===== src/rtl/arb_mux.sv =====
// arb_mux: N-channel valid/ready multiplexer with a single registered output
// stage. Each cycle at most one input channel is granted, either the channel
// named by sel (fixed mode) or the next valid channel after the last
// round-robin winner (round-robin mode).
//
// Optional build macro: ARB_MUX_ASSERT_EN compiles in the protocol checker
// arb_mux_chk. Without it no assertion code exists and behaviour is identical.

`ifdef ARB_MUX_ASSERT_EN
// Protocol checker: watches the arbiter ports and flags any rule violation.
module arb_mux_chk #(
    parameter int N  = 4,
    parameter int W  = 8,
    parameter int CW = $clog2(N)
) (
    input logic            clk_i,
    input logic            rst_i,
    input logic [N*W-1:0]  in_i,
    input logic [N-1:0]    in_valid_i,
    input logic [N-1:0]    in_ready_i,
    input logic [W-1:0]    out_i,
    input logic            out_valid_i,
    input logic            out_ready_i,
    input logic [CW-1:0]   out_ch_i
);

    logic [W-1:0] gnt_data_s;
    logic [W-1:0] exp_data_q;
    logic [CW-1:0] exp_ch_q;
    logic         gnt_q;

    // Pick out the data word of whichever channel is being granted now.
    always_comb begin
        gnt_data_s = '0;
        for (int i = 0; i < N; i++) begin
            if (in_ready_i[i]) begin
                gnt_data_s = in_i[i*W +: W];
            end else begin
                gnt_data_s = gnt_data_s;
            end
        end
    end

    // Remember the granted word so the next cycle's output can be compared.
    always_ff @(posedge clk_i) begin
        if (rst_i) begin
            gnt_q      <= 1'b0;
            exp_data_q <= '0;
            exp_ch_q   <= '0;
        end else begin
            gnt_q      <= |in_ready_i;
            exp_data_q <= gnt_data_s;
            exp_ch_q   <= out_ch_i;
        end
    end

    a_ready_onehot0: assert property (@(posedge clk_i) disable iff (rst_i)
        $onehot0(in_ready_i))
        else $error("arb_mux_chk: ready_onehot0 check failed");

    a_ready_needs_valid: assert property (@(posedge clk_i) disable iff (rst_i)
        ((in_ready_i & ~in_valid_i) == '0))
        else $error("arb_mux_chk: ready_implies_valid check failed");

    a_hold_stable: assert property (@(posedge clk_i) disable iff (rst_i)
        (out_valid_i && !out_ready_i) |=>
            ($stable(out_i) && $stable(out_ch_i) && out_valid_i))
        else $error("arb_mux_chk: backpressure_stable check failed");

    a_grant_data: assert property (@(posedge clk_i) disable iff (rst_i)
        gnt_q |-> (out_valid_i && (out_i == exp_data_q)))
        else $error("arb_mux_chk: grant_data check failed");

endmodule
`endif

module arb_mux #(
    parameter int N  = 4,
    parameter int W  = 8,
    parameter int CW = $clog2(N)
) (
    input  logic            clk_i,
    input  logic            rst_i,
    input  logic [N*W-1:0]  in_i,
    input  logic [N-1:0]    in_valid_i,
    output logic [N-1:0]    in_ready_o,
    input  logic [CW-1:0]   sel_i,
    input  logic            mode_i,
    output logic [W-1:0]    out_o,
    output logic            out_valid_o,
    input  logic            out_ready_i,
    output logic [CW-1:0]   out_ch_o
);

    // N held in CW+1 bits so an out-of-range sel can be detected for any N.
    localparam logic [CW:0]   N_EXT   = N[CW:0];
    // After reset the pointer sits on the last channel so channel 0 wins first.
    localparam logic [CW-1:0] PTR_RST = CW'(N - 1);

    logic [W-1:0]  out_q,       out_d;
    logic [CW-1:0] out_ch_q,    out_ch_d;
    logic          out_valid_q, out_valid_d;
    logic [CW-1:0] ptr_q,       ptr_d;

    logic          ld_s;
    logic          gnt_vld_s;
    logic [CW-1:0] gnt_idx_s;
    logic [N-1:0]  gnt_vec_s;
    logic [W-1:0]  gnt_data_s;

    // Grant decision: at most one channel, only when the output stage can load.
    always_comb begin
        int            cand;
        logic [CW-1:0] cand_idx;
        ld_s      = !out_valid_q || out_ready_i;
        gnt_vld_s = 1'b0;
        gnt_idx_s = '0;
        cand      = 0;
        cand_idx  = '0;
        if (!rst_i && ld_s) begin
            if (!mode_i) begin
                // Fixed mode: only the selected channel may win; sel >= N never does.
                if (({1'b0, sel_i} < N_EXT) && in_valid_i[sel_i]) begin
                    gnt_vld_s = 1'b1;
                    gnt_idx_s = sel_i;
                end else begin
                    gnt_vld_s = 1'b0;
                end
            end else begin
                // Round-robin: scan upward from ptr+1, wrapping, first valid wins.
                for (int k = 1; k <= N; k++) begin
                    cand     = (int'(ptr_q) + k) % N;
                    cand_idx = CW'(cand);
                    if (!gnt_vld_s && in_valid_i[cand_idx]) begin
                        gnt_vld_s = 1'b1;
                        gnt_idx_s = cand_idx;
                    end else begin
                        gnt_vld_s = gnt_vld_s;
                    end
                end
            end
        end else begin
            gnt_vld_s = 1'b0;
        end
    end

    // One-hot ready vector and the granted channel's data word.
    always_comb begin
        gnt_vec_s  = '0;
        gnt_data_s = in_i[gnt_idx_s*W +: W];
        if (gnt_vld_s) begin
            gnt_vec_s[gnt_idx_s] = 1'b1;
        end else begin
            gnt_vec_s = '0;
        end
    end

    assign in_ready_o = gnt_vec_s;

    // Next-state of the output stage and round-robin pointer.
    always_comb begin
        out_d       = out_q;
        out_ch_d    = out_ch_q;
        out_valid_d = out_valid_q;
        ptr_d       = ptr_q;
        if (gnt_vld_s) begin
            // Load a new word; a simultaneous drain needs no extra handling.
            out_d       = gnt_data_s;
            out_ch_d    = gnt_idx_s;
            out_valid_d = 1'b1;
            if (mode_i) begin
                ptr_d = gnt_idx_s;
            end else begin
                ptr_d = ptr_q;
            end
        end else if (ld_s) begin
            // Drained (or already empty) with nothing to load: go empty, keep data.
            out_valid_d = 1'b0;
        end else begin
            // Backpressure: everything holds.
            out_valid_d = out_valid_q;
        end
    end

    // Output register stage and pointer, with synchronous reset.
    always_ff @(posedge clk_i) begin
        if (rst_i) begin
            out_q       <= {W{1'b0}};
            out_ch_q    <= {CW{1'b0}};
            out_valid_q <= 1'b0;
            ptr_q       <= PTR_RST;
        end else begin
            out_q       <= out_d;
            out_ch_q    <= out_ch_d;
            out_valid_q <= out_valid_d;
            ptr_q       <= ptr_d;
        end
    end

    assign out_o       = out_q;
    assign out_ch_o    = out_ch_q;
    assign out_valid_o = out_valid_q;

`ifdef ARB_MUX_ASSERT_EN
    arb_mux_chk #(.N(N), .W(W), .CW(CW)) u_chk (
        .clk_i       (clk_i),
        .rst_i       (rst_i),
        .in_i        (in_i),
        .in_valid_i  (in_valid_i),
        .in_ready_i  (in_ready_o),
        .out_i       (out_q),
        .out_valid_i (out_valid_q),
        .out_ready_i (out_ready_i),
        .out_ch_i    (out_ch_q)
    );
`endif

endmodule


===== config.mk =====
export PLATFORM = sky130hd
export DESIGN_NAME = arb_mux
export DESIGN_NICKNAME = d
export VERILOG_FILES = /design/src/rtl/arb_mux.sv
export SDC_FILE = /design/constraint.sdc
export NUM_CORES = 1
export LEC_CHECK = 0
export BUFFER_PORTS_ARGS = -buffer_cell sky130_fd_sc_hd__buf_2
export CORE_UTILIZATION = 42
export DETAILED_ROUTE_END_ITERATION = 8
export GPL_ROUTABILITY_DRIVEN = 0
export PLACE_DENSITY = 0.84
export SYNTH_ARGS = -nofsm -noshare
export SYNTH_HDL_FRONTEND = slang
export SYNTH_HIERARCHICAL = 1
export SYNTH_SLANG_ARGS = --single-unit

===== constraint.sdc =====
create_clock -name clk_i -period 2.25 [get_ports clk_i]
set_input_delay 0.3375 -clock clk_i [delete_from_list [all_inputs] [get_ports clk_i]]
set_output_delay 0.3375 -clock clk_i [all_outputs]
set_load 0.02 [all_outputs]

After elaboration in Yosys (flattened, before gate mapping)
Cells that the tools add are included.
- add/sub/neg operators: 4
- order comparisons: 7
- shift-type cells: 1
- muxes and demuxes: 35
- reductions and logical operators: 13
- operators with widths (operator ; count):
    $shiftx 32x6->8 ; 1
    $mux 1 ; 21
    $lt 2x3->1 const B ; 6
    $mux 2 ; 7
    $bmux 1 s2 ; 5
    $logic_and 1x1->1 ; 5
    $logic_not 1->1 ; 5
    $add 2x1->2 const B ; 2
    $add 2x2->2 const B ; 2
    $mux 4 ; 1
    $demux 1 s2 ; 1
    $ge 2x1->1 const B ; 1
    $reduce_and 2->1 ; 1
    $reduce_bool 2->1 ; 1
    $logic_or 1x1->1 ; 1
- register bits: 13
- input bits: 42
- output and inout bits: 15
- word-level logic and storage cells: 64

Logic depth before layout (Yosys ltp)
Gate-level depths: netlist of run 1.
- depth after elaboration: 26
- gate-level depth with buffers: 8

Worst setup path before layout of run 1
Ideal clock, no wire load.
- kind: input port to output port
- start: input port in_valid_i[2]
- end: output port in_ready_o[1]
- arrival: 1.708 ns
- data required time: 1.913 ns
- slack: 0.205 ns
- stages: 5
- path through: or2_2 > and4_1 > o21a_1 > clkbuf_1 > nor3_1
- longest elaborated chain between the ends: 25
- elaborated cells on any way between the ends: 42
- classes of those cells: order compare: 2; mux: 33; reduce/logical: 7
- RTL lines (item ; line ; RTL):
    from (decl) ; 85 ; input logic [N-1:0] in_valid_i,
    $bmux 1 s2 ; 134 ; if (!gnt_vld_s && in_valid_i[cand_idx]) begin
    $mux 1 (implied by the code) ; 134 ;
    $mux 1 ; 134 ;
    $mux 1 ; 121 ; if (!mode_i) begin
    $mux 1 ; 120 ; if (!rst_i && ld_s) begin
    $logic_not 1->1 ; 134 ;
    $logic_and 1x1->1 ; 134 ;
    $mux 1 ; 134 ;
    (+9 left out) ; - ;
    $mux 2 ; 134 ;
    $mux 2 ; 121 ;
    $mux 2 ; 120 ;
    $lt 2x3->1 (implied by the code) / $ge 2x1->1 (equally long branches) ; 152 ; gnt_vec_s[gnt_idx_s] = 1'b1;
    $logic_and 1x1->1 (implied by the code) ; 152 ;
    $mux 1 (implied by the code) ; 152 ;
    $demux 1 s2 ; 152 ;
    $mux 4 * ; 151 ; if (gnt_vld_s) begin
    to (decl) ; 86 ; output logic [N-1:0] in_ready_o,
Mark *: on every way between the ends. The rest lies on a longest branch, timed or not. The select of a mux whose other input is x is not followed.

Worst setup path after layout of run 1
- start: register ptr_q[0]
- end: output port in_ready_o[1]
- longest elaborated chain between the ends: 26
- elaborated cells on any way between the ends: 42
- classes of those cells: add/sub: 4; order compare: 2; mux: 29; reduce/logical: 7
- RTL lines (item ; line ; RTL):
    from (decl) ; 103 ; logic [CW-1:0] ptr_q, ptr_d;
    from (signal assigned) ; 196 ; ptr_q <= ptr_d;
    $add 2x1->2 ; 132 ; cand = (int'(ptr_q) + k) % N;
    $bmux 1 s2 ; 134 ;
    $mux 1 (implied by the code) ; 134 ;
    $mux 1 ; 134 ;
    $mux 1 ; 121 ;
    $mux 1 ; 120 ;
    $logic_not 1->1 ; 134 ;
    $logic_and 1x1->1 ; 134 ;
    (+10 left out) ; - ;
    $mux 2 ; 134 ;
    $mux 2 ; 121 ;
    $mux 2 ; 120 ;
    $lt 2x3->1 (implied by the code) / $ge 2x1->1 (equally long branches) ; 152 ;
    $logic_and 1x1->1 (implied by the code) ; 152 ;
    $mux 1 (implied by the code) ; 152 ;
    $demux 1 s2 ; 152 ;
    $mux 4 * ; 151 ;
Marked as above.

==> impl_metrics.csv, run 1 <==
group,metric,value,unit
die,std_cell_rows,16,
clocking,h-tree-depth,1,
worst_setup_path,critPathLaunchType,"flop",
worst_setup_path,path_cells,"o21a_1 > o21ai_0 > and4_1 > o21a_1 > nor3_1 > buf_2",
clocking,clk_path_buf_depth,2,
grt,grt_start_max_net_pins,11,
place,io_buffer_count,56,
place,hpwl,2020,um
layout,instances_no_fill,201,
route,drt_iter0_drc,20,
worst_setup_path,crit_family,"compound AO/OA/AOI/OAI gates",
logic_synthesis,syn_nets,155,
route,vias_per_cell,5.44,
die,die_w,48.6,um
logic_synthesis,synth_warnings,6,
pwr,p_sw,241,uW
sta,fin_setup_tns,0,ns
clocking,clkLatencyLatePin,0.27,ns
logic_synthesis,yosysTopAreaCell,"dfxtp_1",
sta,post-route-period-util,90.1,%
route,post_drt_wl_per_cell,12.6,um
logic_synthesis,synthMostInstantiatedCell,"nand2_1",
job,cap_violations,0,
layout,drive_gt1_share,39.1,%
layout,fill_cells,179,
grt,first_global_vias,949,
route,drc,0,
clocking,cts_tree,"done",
worst_setup_path,worst_path_most_repeated_cell,"o21a_1",
pwr,internal-power,446,uW
die,start_util,45.5,%
clocking,cts.sinks,13,
pwr,leakagePower,0.000619,uW
die,coreArea,2000,um2
route,routed_wl,2540,um
worst_setup_path,worst_path_max_delay_cell,"dfxtp_1",
worst_setup_path,crit_buf_inv,1,
layout,num_antenna_cells,0,
sta,fmax,0.493,GHz
sta,final-hold-violation-count,0,
logic_synthesis,yosys-top-cells-count,"nand2_1 (19), dfxtp_1 (13), mux2i_1 (11)",
route,postRouteAntennaNets,0,
hold_path,hp-class,"in -> reg",
pwr,comb_power_share,39.3,%
worst_setup_path,crit_type,"reg -> out",
sta,clock_skew,0.0132,ns
clocking,post_cts_buffers,0,
grt,antenna_found_initial,0,
clocking,numCtsBuffers,3,
layout,layout.nets,217,
clocking,cts-resized-gates,0,
pwr,p_per_area,544,nW/um2
logic_synthesis,syn_area_per_cell,8.06,um2
route,vias,1094,
logic_synthesis,synthFlopType,"dfxtp_1",
worst_setup_path,crit_path_end_kind,"output pin",
logic_synthesis,yosys-top-cells-area,"dfxtp_1 (29%), mux2i_1 (12%), nand2_1 (7.8%), a22oi_1 (6.6%), o22ai_1 (5.5%)",
sta,final_max_slew_viol_count,0,
pwr,vdd_drop_max,387,uV
sta,worst_slew_pin_slew,0.498,ns
clocking,cts-root-buf,"clkbuf_4",
die,die_h,48.6,um
route,first_pass_iters,5,
grt,grt_pass1_wl,3990,um
sta,rsz0062_at_grt,"no",
logic_synthesis,synth_area,911,um2
sta,fin_crit,2.03,ns
die,io_pins,57,
worst_setup_path,required,1.91,ns
sta,finalSetupViolations,0,
die,dieArea,2360,um2
logic_synthesis,synth.distinct_cells,32,
layout,syn_to_final_growth,38.7,%
worst_setup_path,cp_max_fo,5,
clocking,clkTransAtPathRegs,0.07,ns
logic_synthesis,synth_top_area_share,28.6,%
grt,grt_use_total,21.2,%
pwr,switching_share,35.1,%
logic_synthesis,synth_seq_cells,13,
place,dp_cells,197,
logic_synthesis,async_flop_share,0,%
clocking,cts_hold_buf,0,
outcome,outcome,"finished clean",
worst_setup_path,arrival,1.69,ns
pwr,power.sequential.fraction,40.3,%
grt,globalRouteOverflowTotal,0,
logic_synthesis,synth_edf_count,0,
sta,slew_headroom,66.3,%
logic_synthesis,yosysSeqAreaShare,28.6,%
worst_setup_path,crit_path_max_incr_delay,0.39,ns
logic_synthesis,syn-instance-count,113,
pwr,pwr-share-clk,20.4,%
==> state kept, by name (all words and copies together), names as in the netlist <==
name         cells
out_ch_o         2
out_o            8
ptr_q            2
out_valid_o      1
==> layer usage <==
layer | GRT usage, % | vias up | part of all wire, %
li1 | - | 549 | -
met1 | 25.3 | 500 | 41
met2 | 38.5 | 43 | 51
met3 | 3.46 | 2 | 7.5
met4 | 6.86 | 0 | 0.91
met5 | 0 | - | 0
==> metrics by stage <==
| stage | util (%) | power, uW | setup slack, ns | instance area [um2] | hold slack, ns |
|---|---|---|---|---|---|
| after detailed placement | 61.8 | 551 | 0.240 | 1240 | 0.442 |
| final | 63.1 | 687 | 0.223 | 1260 | 0.327 |
| after floorplan | - | 450 | 0.205 | 911 | 0.407 |
| after global routing | 63.1 | 724 | 0.0463 | 1260 | 0.330 |
| after global placement | 61.8 | 545 | 0.252 | 1240 | 0.434 |
| after CTS | 63.1 | 690 | 0.139 | 1260 | 0.322 |
==> cell type report <==
class	instances	area, um2	area share [%]
sequential	13	260	20.6
multi-input combinational	96	626	49.5
clock buffer	4	26.3	2.08
tap	27	33.8	2.67
timing repair buffer	61	318	25.1
==> power by group through the flow <==
stage          Combinational (uW)  Clock, uW  Sequential, uW
6_report                      270        140             277
5_1_grt                       293        150             281
4_1_cts                       270        143             277
3_5_place_dp                  269          0             282
3_3_place_gp                  263          0             281
2_1_floorplan                 136          0             314
==> logic make-up (layout without fill, tap and decap cells) <==
group,count (synthesis),after routing,share of synthesized area (%)
multiplexers,11,11,12.1
AO/OA/AOI/OAI,42,42,30.2
AND/OR/NAND/NOR,43,43,26.4
flip-flops,13,13,28.6
buffers and inverters,4,65,2.75
==> path summary, 6_finish.rpt <==
check                   start            end  slack, ns  cells past startpoint
hold reg to reg   out_ch_o[0]    out_ch_o[0]       0.46                      1
setup / recovery     ptr_q[0]  in_ready_o[1]       0.22                      6
hold / removal          rst_i    out_valid_o       0.33                      2
setup reg to reg     ptr_q[1]       out_o[6]       0.63                      6
==> worst register-to-register path, stage by stage, from the launching register on <==
cell,delay [ns]
dfxtp_1,0.35
nand2b_1,0.15
a21o_1,0.20
and4_4,0.26
nor2_8,0.23
mux2i_1,0.24
o21ai_1,0.07
==> cells in the final DEF, fill, tap and decap left out, drive strengths merged <==
| master | n |
|---|---|
| nand2 | 19 |
| a22oi | 8 |
| and2 | 1 |
| o21a | 3 |
| a211o | 2 |
| a21oi | 2 |
| clkbuf | 4 |
| or2 | 2 |
| o311ai | 1 |
| o22ai | 8 |
| o21ai | 11 |
| o41ai | 1 |
| nor2 | 5 |
| o21bai | 1 |
| nor2b | 2 |
| dfxtp | 13 |
| a31oi | 2 |
| buf | 61 |
| and4b | 1 |
| and4 | 2 |
| nor3 | 2 |
| nand2b | 6 |
| mux2i | 11 |
| nor3b | 1 |
| a21o | 3 |
| nand3b | 2 |
No activity file was read; power rests on OpenSTA's default activity.
==> inputs of run 2 (changes only) <==
--- a/config.mk
+++ b/config.mk
@@ -6,10 +6,11 @@
 export NUM_CORES = 1
 export LEC_CHECK = 0
 export BUFFER_PORTS_ARGS = -buffer_cell sky130_fd_sc_hd__buf_2
-export CORE_UTILIZATION = 42
+export CORE_UTILIZATION = 44
+export CTS_BUF_LIST = sky130_fd_sc_hd__clkbuf_8
 export DETAILED_ROUTE_END_ITERATION = 8
 export GPL_ROUTABILITY_DRIVEN = 0
-export PLACE_DENSITY = 0.84
+export PLACE_DENSITY = 0.87
 export SYNTH_ARGS = -nofsm -noshare
 export SYNTH_HDL_FRONTEND = slang
 export SYNTH_HIERARCHICAL = 1
==> constraint.sdc (replaced) <==
create_clock -name clk_i -period 2.3 [get_ports clk_i]
set_input_delay 0.345 -clock clk_i [delete_from_list [all_inputs] [get_ports clk_i]]
set_output_delay 0.345 -clock clk_i [all_outputs]
set_load 0.02 [all_outputs]
==> impl_metrics.csv, run 2 (synthesis results as in run 1) <==
group,metric,value,unit
clocking,cts-resized-gates,0,
clocking,cts-root-buf,"clkbuf_8",
clocking,numCtsBuffers,3,
grt,first_global_vias,890,
layout,syn_to_final_growth,40.8,%
route,post_drt_wl_per_cell,12.8,um
sta,finalSetupViolations,0,
clocking,cts_hold_buf,0,
worst_setup_path,worst_path_most_repeated_cell,"buf_2",
route,drc,0,
sta,fin_crit,2.04,ns
layout,layout_common_cells,"buf_2 (56), nand2_1 (19), dfxtp_1 (13), mux2i_1 (11), o21ai_1 (9)",
worst_setup_path,critPathLaunchType,"primary input",
grt,globalRouteOverflowTotal,0,
sta,clock_skew,0.00806,ns
pwr,p_per_area,569,nW/um2
worst_setup_path,required,1.96,ns
place,io_buffer_count,56,
sta,final_max_slew_viol_count,0,
worst_setup_path,worst_path_max_delay_cell,"o41ai_1",
sta,slew_headroom,68.9,%
clocking,clkTransAtPathRegs,0.05,ns
worst_setup_path,r2r_slack,0.69,ns
pwr,total_power,730,uW
die,die_h,47.5,um
clocking,clkLatencyLatePin,0.24,ns
grt,grt_use_total,22.6,%
pwr,leakagePower,0.000631,uW
die,dieArea,2260,um2
worst_setup_path,cp_max_fo,6,
sta,worst_slew_pin_slew,0.460,ns
grt,grt_start_max_net_pins,11,
place,dpl-instance-area,1240,um2
grt,antenna_found_initial,0,
route,vias_per_cell,5.49,
worst_setup_path,path_cells,"buf_2 > o41ai_1 > o21ai_1 > o21a_1 > nand2_1 > nor2_1 > buf_2",
hold_path,hp-class,"in -> reg",
die,die_w,47.5,um
route,vias,1104,
clocking,clk_path_buf_depth,2,
outcome,outcome,"finished clean",
layout,drive_gt1_share,39.1,%
job,cap_violations,0,
layout,layout.nets,217,
clocking,h-tree-depth,1,
clocking,cts.sinks,13,
layout,num_antenna_cells,0,
layout,post-route-cell-area,1280,um2
route,drt_iter0_drc,19,
die,start_util,46.4,%
die,io_pins,57,
layout,largest_register_ffs,8,
worst_setup_path,crit_path_end_kind,"output pin",
place,hpwl,2070,um
worst_setup_path,crit_type,"in -> out",
route,postRouteAntennaNets,0,
sta,final-hold-violation-count,0,
layout,fill_cells,189,
pwr,vdd_drop_max,393,uV
die,coreArea,1960,um2
route,first_pass_iters,4,
clocking,cts_tree,"done",
worst_setup_path,crit_path_max_incr_delay,0.42,ns
worst_setup_path,arrival,1.69,ns
route,routed_wl,2560,um
sta,rsz0062_at_grt,"no",
grt,grt_pass1_wl,3710,um
die,std_cell_rows,16,
sta,post-route-period-util,88.6,%
sta,fmax,0.491,GHz
clocking,post_cts_buffers,0,
layout,final_common_cell,"buf_2",
sta,fin_setup_tns,0,ns
run 2: cell count changes in the layout (fill, tap and decap cells not counted), sizes merged:
cell / previous run / this run
clkbuf: 4 / 3
inv: 0 / 1
run 2: area by class of cell:
class | instances | area, um2 | share of cell area [%]
clock inverter | 1 | 3.75 | 0.293
sequential | 13 | 260 | 20.3
tap | 27 | 33.8 | 2.63
clock buffer | 3 | 41.3 | 3.22
multi-input combinational | 96 | 626 | 48.8
timing repair buffer | 61 | 318 | 24.8
run 2: worst max-delay path: cells and delay by family:
kind | cells | cell delay (ns)
buffers and inverters | 2 | 0.29
AOI/OAI and AO/OA | 3 | 0.93
and+or+nand+nor | 2 | 0.13
run 2: path summary, 6_finish.rpt:
path | from | to | cells after the start
setup reg to reg | ptr_q[1] | out_o[6] | 6
hold reg to reg | out_ch_o[0] | out_ch_o[0] | 1
setup / recovery | in_valid_i[2] | in_ready_o[0] | 7
hold / removal | rst_i | out_ch_o[1] | 2
run 2: metrics by stage:
step           setup slack [ns]  instances  utilization (%)  hold WS, ns
3_5_place_dp              0.275        197             63.1        0.436
6_report                  0.262        201             65.4        0.354
3_3_place_gp              0.299        197             63.1        0.432
4_1_cts                   0.278        201             65.4        0.352
5_1_grt                   0.105        201             65.4        0.368
2_1_floorplan             0.240        113                -        0.414
run 2: report_power, final:
| group | internal (uW) | leakage [uW] | total [uW] | switching, uW |
|---|---|---|---|---|
| Combinational | 115 | 0.000497 | 265 | 150 |
| Sequential | 255 | 0.000108 | 272 | 16.6 |
| Clock | 117 | 0.0000269 | 194 | 76.5 |
run 2: per-layer routing:
layer	track usage (%)	vias to the layer above	share of wire, %
li1	-	551	-
met1	30.1	511	44
met2	38.6	40	50
met3	2.64	2	5.3
met4	5.71	0	0.74
met5	0	-	0
